[src/rtl/ast_width_reducer.sv]
// ast_width_reducer
// Avalon-ST width reducer. Each accepted wide beat (DATA_IN_W) is held and
// replayed as a sequence of narrow beats (DATA_OUT_W), first symbol in the
// MSBs. Packet framing (sop/eop), channel and empty are carried through.
//
// Ports
//   clk_i                rising-edge clock
//   srst_i               synchronous reset, active-high
//   ast_*_i (wide side)  data/startofpacket/endofpacket/valid/empty/channel in
//   ast_ready_o          the block accepts a wide beat this cycle
//   ast_*_o (narrow)     data/startofpacket/endofpacket/valid/empty/channel out
//   ast_ready_i          the sink accepts the narrow beat (ready latency 0)
module ast_width_reducer #(
    parameter int DATA_IN_W   = 64,
    parameter int EMPTY_IN_W  = (DATA_IN_W / 8 > 1) ? $clog2(DATA_IN_W / 8) : 1,
    parameter int CHANNEL_W   = 10,
    parameter int DATA_OUT_W  = 16,
    parameter int EMPTY_OUT_W = (DATA_OUT_W / 8 > 1) ? $clog2(DATA_OUT_W / 8) : 1
) (
    input  logic                   clk_i,
    input  logic                   srst_i,
    input  logic [DATA_IN_W-1:0]   ast_data_i,
    input  logic                   ast_startofpacket_i,
    input  logic                   ast_endofpacket_i,
    input  logic                   ast_valid_i,
    input  logic [EMPTY_IN_W-1:0]  ast_empty_i,
    input  logic [CHANNEL_W-1:0]   ast_channel_i,
    output logic                   ast_ready_o,
    output logic [DATA_OUT_W-1:0]  ast_data_o,
    output logic                   ast_startofpacket_o,
    output logic                   ast_endofpacket_o,
    output logic                   ast_valid_o,
    output logic [EMPTY_OUT_W-1:0] ast_empty_o,
    output logic [CHANNEL_W-1:0]   ast_channel_o,
    input  logic                   ast_ready_i
);

    localparam int K         = DATA_IN_W / DATA_OUT_W;
    localparam int BYTES_IN  = DATA_IN_W / 8;
    localparam int BYTES_OUT = DATA_OUT_W / 8;
    localparam int IDX_W     = (K > 1) ? $clog2(K) : 1;

    typedef enum logic [0:0] {
        ST_IDLE = 1'b0,
        ST_SEND = 1'b1
    } state_t;

    // Valid bytes of a wide beat; empty only counts on the eop beat.
    function automatic int valid_bytes(input logic eop, input logic [EMPTY_IN_W-1:0] empty);
        int vb_v;
        if (eop) begin
            vb_v = BYTES_IN - int'(empty);
        end else begin
            vb_v = BYTES_IN;
        end
        return vb_v;
    endfunction

    // Index of the last narrow slice needed to carry vb bytes.
    function automatic logic [IDX_W-1:0] calc_last_idx(input int vb);
        return IDX_W'((vb + BYTES_OUT - 1) / BYTES_OUT - 1);
    endfunction

    // Unused bytes in the final narrow slice carrying vb bytes.
    function automatic logic [EMPTY_OUT_W-1:0] calc_slice_empty(input int vb);
        return EMPTY_OUT_W'((BYTES_OUT - (vb % BYTES_OUT)) % BYTES_OUT);
    endfunction

    state_t                 state_r;
    logic [DATA_IN_W-1:0]   data_r;        // shifted left one slice per transfer
    logic                   held_eop_r;
    logic [CHANNEL_W-1:0]   channel_r;
    logic [IDX_W-1:0]       idx_r;
    logic [IDX_W-1:0]       last_idx_r;
    logic [EMPTY_OUT_W-1:0] eop_empty_r;   // empty to present on the eop slice
    logic                   sop_o_r;
    logic                   eop_o_r;
    logic [EMPTY_OUT_W-1:0] empty_o_r;

    int                     in_vb_s;
    logic [IDX_W-1:0]       in_last_idx_s;
    logic [EMPTY_OUT_W-1:0] in_empty_s;
    logic                   in_eop_first_s;
    logic                   at_last_s;
    logic                   ready_s;
    logic                   in_xfer_s;
    logic                   out_xfer_s;
    logic [IDX_W-1:0]       next_idx_s;
    logic                   next_is_eop_s;

    // Handshake decode and slice bookkeeping for the incoming and held beat.
    always_comb begin
        in_vb_s        = valid_bytes(ast_endofpacket_i, ast_empty_i);
        in_last_idx_s  = calc_last_idx(in_vb_s);
        in_empty_s     = calc_slice_empty(in_vb_s);
        in_eop_first_s = ast_endofpacket_i && (in_last_idx_s == '0);
        at_last_s      = (state_r == ST_SEND) && (idx_r == last_idx_r);
        // A new beat can enter only when the held one is finished this cycle.
        ready_s        = !srst_i && ((state_r == ST_IDLE) || (at_last_s && ast_ready_i));
        in_xfer_s      = ast_valid_i && ready_s;
        out_xfer_s     = (state_r == ST_SEND) && ast_ready_i;
        next_idx_s     = idx_r + IDX_W'(1);
        next_is_eop_s  = held_eop_r && (next_idx_s == last_idx_r);
    end

    // Slicing FSM: load a wide beat, then step through its slices.
    always_ff @(posedge clk_i) begin
        if (srst_i) begin
            state_r     <= ST_IDLE;
            data_r      <= '0;
            held_eop_r  <= 1'b0;
            channel_r   <= '0;
            idx_r       <= '0;
            last_idx_r  <= '0;
            eop_empty_r <= '0;
            sop_o_r     <= 1'b0;
            eop_o_r     <= 1'b0;
            empty_o_r   <= '0;
        end else if (in_xfer_s) begin
            // Covers both the idle load and the load on the last transfer.
            state_r     <= ST_SEND;
            data_r      <= ast_data_i;
            held_eop_r  <= ast_endofpacket_i;
            channel_r   <= ast_channel_i;
            idx_r       <= '0;
            last_idx_r  <= in_last_idx_s;
            eop_empty_r <= in_empty_s;
            sop_o_r     <= ast_startofpacket_i;
            eop_o_r     <= in_eop_first_s;
            empty_o_r   <= in_eop_first_s ? in_empty_s : {EMPTY_OUT_W{1'b0}};
        end else if (out_xfer_s) begin
            if (at_last_s) begin
                state_r   <= ST_IDLE;
                idx_r     <= '0;
                sop_o_r   <= 1'b0;
                eop_o_r   <= 1'b0;
                empty_o_r <= '0;
            end else begin
                idx_r     <= next_idx_s;
                data_r    <= data_r << DATA_OUT_W;
                sop_o_r   <= 1'b0;
                eop_o_r   <= next_is_eop_s;
                empty_o_r <= next_is_eop_s ? eop_empty_r : {EMPTY_OUT_W{1'b0}};
            end
        end
    end

    // Outputs come from registers; reset forces them low in the reset cycle too.
    assign ast_ready_o         = ready_s;
    assign ast_valid_o         = !srst_i && (state_r == ST_SEND);
    assign ast_data_o          = srst_i ? {DATA_OUT_W{1'b0}} : data_r[DATA_IN_W-1 -: DATA_OUT_W];
    assign ast_startofpacket_o = !srst_i && sop_o_r;
    assign ast_endofpacket_o   = !srst_i && eop_o_r;
    assign ast_empty_o         = srst_i ? {EMPTY_OUT_W{1'b0}} : empty_o_r;
    assign ast_channel_o       = srst_i ? {CHANNEL_W{1'b0}} : channel_r;

endmodule

[config.mk]
export PLATFORM = sky130hd
export DESIGN_NAME = ast_width_reducer
export DESIGN_NICKNAME = d
export VERILOG_FILES = /design/src/rtl/ast_width_reducer.sv
export SDC_FILE = /design/constraint.sdc
export NUM_CORES = 1
export LEC_CHECK = 0
export CAP_MARGIN = 20
export CORE_UTILIZATION = 44
export CTS_CLUSTER_SIZE = 40
export DETAILED_ROUTE_END_ITERATION = 12
export HOLD_SLACK_MARGIN = 0.03
export PLACE_DENSITY = 0.76
export SETUP_SLACK_MARGIN = 0.4
export SLEW_MARGIN = 10
export SYNTH_ARGS = -nofsm -noshare
export SYNTH_HDL_FRONTEND = slang
export SYNTH_SLANG_ARGS = --single-unit
[constraint.sdc]
create_clock -name clk_i -period 1.9 [get_ports clk_i]
set_input_delay 0.38 -clock clk_i [delete_from_list [all_inputs] [get_ports clk_i]]
set_output_delay 0.38 -clock clk_i [all_outputs]
set_load 0.02 [all_outputs]
==> metrics <==
status=finished with violations; failing checks=negative setup slack; Final Worst Setup Slack=-154 ps; Finish-stage setup viols=28; initial antenna violation count=0; worst slew pin tran=338 ps; Starting Density=0.456; overall die height=94.3 um; Yosys top cell area share=0.449; Worst-Skew Late Latency=370 ps; hold buffers post-CTS=0; n_diodes=0; row count=33; Hold Violations, Final=0; Worst Path Required=about 2200 ps; dpl cell area=between 5000 and 6000 um^2; Hold Path Class=in -> reg; WL per Instance=25.4 um; Post-layout nets=681; root buf cell=clkbuf_8; Clock transition at path regs=roughly 100 ps; GRT overflow=0; Post-DP HPWL=7090 um; Startpoint Class=register; placed insts=644; count of cell types in the netlist=38; Pre-Repair DR Iteration Count=5; Final TNS setup=-1240 ps; Max Cap Viol=0; commonest non-fill, non-tap cell in the layout=dfxtp_1; die area=8890 um^2; Post-synth ARST share=0; CTS max path bufs=2; Max Clock Skew=18.3 ps; PD cells=777 nW/um^2; non-filler cells, final=approximately 700; WP data arrival=2310 ps; area leader, netlist=dfxtp_1; ys flop type=dfxtp_1; number of flops mapped to enable cells by yosys=0; Worst slew margin=0.773; Residual DRC=0; CP Class=reg -> reg; #FFs+latches synth=84; Tcrit/Tclk final=1.08; TritonCTS clock tree=done; Multi-input gate area=approximately 2600 um^2; Final Routed Wirelength=17,900 um; share of layout cells above drive strength 1=0.432; GRT Total Usage=0.318; num ports=114; min Tclk post-route=2050 ps; largest net degree at the start of global routing=28; crit path max fanout=5; Final Core Density=0.839; vias=around 4,400; htree depth=3; Synth warnings=0; hold_ws=442 ps; top post-synthesis cells by area=dfxtp_1 (45%), a211oi_1 (9.8%), a21oi_1 (6.9%); most frequent cells in the layout=dfxtp_1 (79), clkdlybuf4s50_1 (77), nand2_1 (58); Max VDD drop=518 uV; RSZ-0062 raised after global routing=true; number of port buffers=~110; Synthesized Nets=517; CTS Buf Count=9; vias per cell=6.23; Antenna Nets Post-Route=0; CTS sink count=84; number of global-route vias before repair=4,083; Mapped Area=3750 um^2; Leakage=between 0.002 and 0.003 uW; Fmax achieved=0.487 GHz; first-pass GRT wire length=21,300 um; RePlAce Congestion=0.800; Post-Synthesis Cells=431; Slew Viols, Final=0; Storage cell area=1700 um^2; filler instances=~390; register area share after synthesis=0.449; Core ar.=8220 um^2; design area=~7000 um^2; Synth Area per Inst=slightly below 9 um^2; area delta synth->final=84.0%; Die Wd=94.3 um; Setup crit end kind=register; Initial DRC Count=452
==> state kept, by name, indices dropped and copies added, names as in the netlist <==
| signal | cells |
|---|---|
| data_r | 64 |
| channel_r | 10 |
| idx_r | 2 |
| last_idx_r | 2 |
| empty_o_r | 1 |
| eop_empty_r | 1 |
| eop_o_r | 1 |
| held_eop_r | 1 |
| sop_o_r | 1 |
| state_r | 1 |
==> what timing repair did <==
action,in CTS,in global routing
resized for setup,206,144
pin swaps,42,43
gates cloned,15,3
buffers inserted,17,10
setup endpoints to repair,114,93
==> layer usage <==
| metal | vias up | share of wire | GRT usage |
|---|---|---|---|
| met4 | 0 | 0.048 | 0.147 |
| met3 | 73 | 0.088 | 0.0502 |
| met2 | 342 | 0.50 | 0.539 |
| met1 | 2125 | 0.37 | 0.391 |
| met5 | - | 0 | 0 |
| li1 | 1844 | - | - |
==> Yosys cell counts (2+ instances only) <==
cell	n
a31oi_1	2
buf_4	9
mux2_4	2
buf_6	2
a211oi_1	49
mux2_2	8
a32o_1	16
dfxtp_1	84
inv_1	5
and3_1	4
a21oi_1	52
xor2_1	3
o21ai_0	2
mux2i_1	3
ha_1	3
buf_2	13
and2_1	4
nand2_1	59
nand3_1	2
nor2b_1	31
clkbuf_1	11
xnor2_2	2
nor2_1	49
nand2b_1	2
==> worst max-delay path, stage by stage, from the launching register on <==
cell and delay [ps]:
dfxtp_4 370, buf_6 110, buf_6 120, xnor2_4 160, buf_6 140, a31oi_4 300, buf_4 170, buf_6 100
buf_16 110, nor2_1 50, a211oi_1 330
==> cell type report <==
| class | instances | area share |
|---|---|---|
| clock inverters | 5 | 0.0120 |
| inverters | 6 | 0.00508 |
| well taps | 105 | 0.0190 |
| repair buffers | 189 | 0.319 |
| clock buffers | 10 | 0.0200 |
| multi-input cells | 305 | 0.379 |
| flip-flops and latches | 84 | 0.246 |
==> stage by stage <==
stage | setup WS (ps) | power [uW]
final | -154 | 5360
after global routing | -188 | 5500
after floorplan | 268 | 2610
after detailed placement | -543 | 3070
after CTS | 47.1 | 4850
after global placement | -499 | 3050
==> report_power, final <==
part	switching, uW	internal, uW	total, uW
clock	699	777	1480
combinational	878	926	1800
sequential	147	1930	2080
==> kinds of logic after synthesis <==
family          share of synthesized area
simple gates                        0.185
compound gates                      0.239
flops                               0.449
buf+inv                            0.0594
mux                                0.0401
xor+xnor                           0.0180
fa+ha+maj                          0.0100
==> worst paths after layout <==
kind         slack [ps]  cells past startpoint                       to                     from
max                -150                     10  data_r[44]$_SDFFE_PP0P_    idx_r[0]$_SDFFE_PP0P_
min                 440                      4     sop_o_r$_SDFFE_PP0P_                   srst_i
max reg2reg        -150                     10  data_r[44]$_SDFFE_PP0P_    idx_r[0]$_SDFFE_PP0P_
min reg2reg         480                      2  data_r[49]$_SDFFE_PP0P_  data_r[49]$_SDFFE_PP0P_
Power figures use the tool's default switching activity.
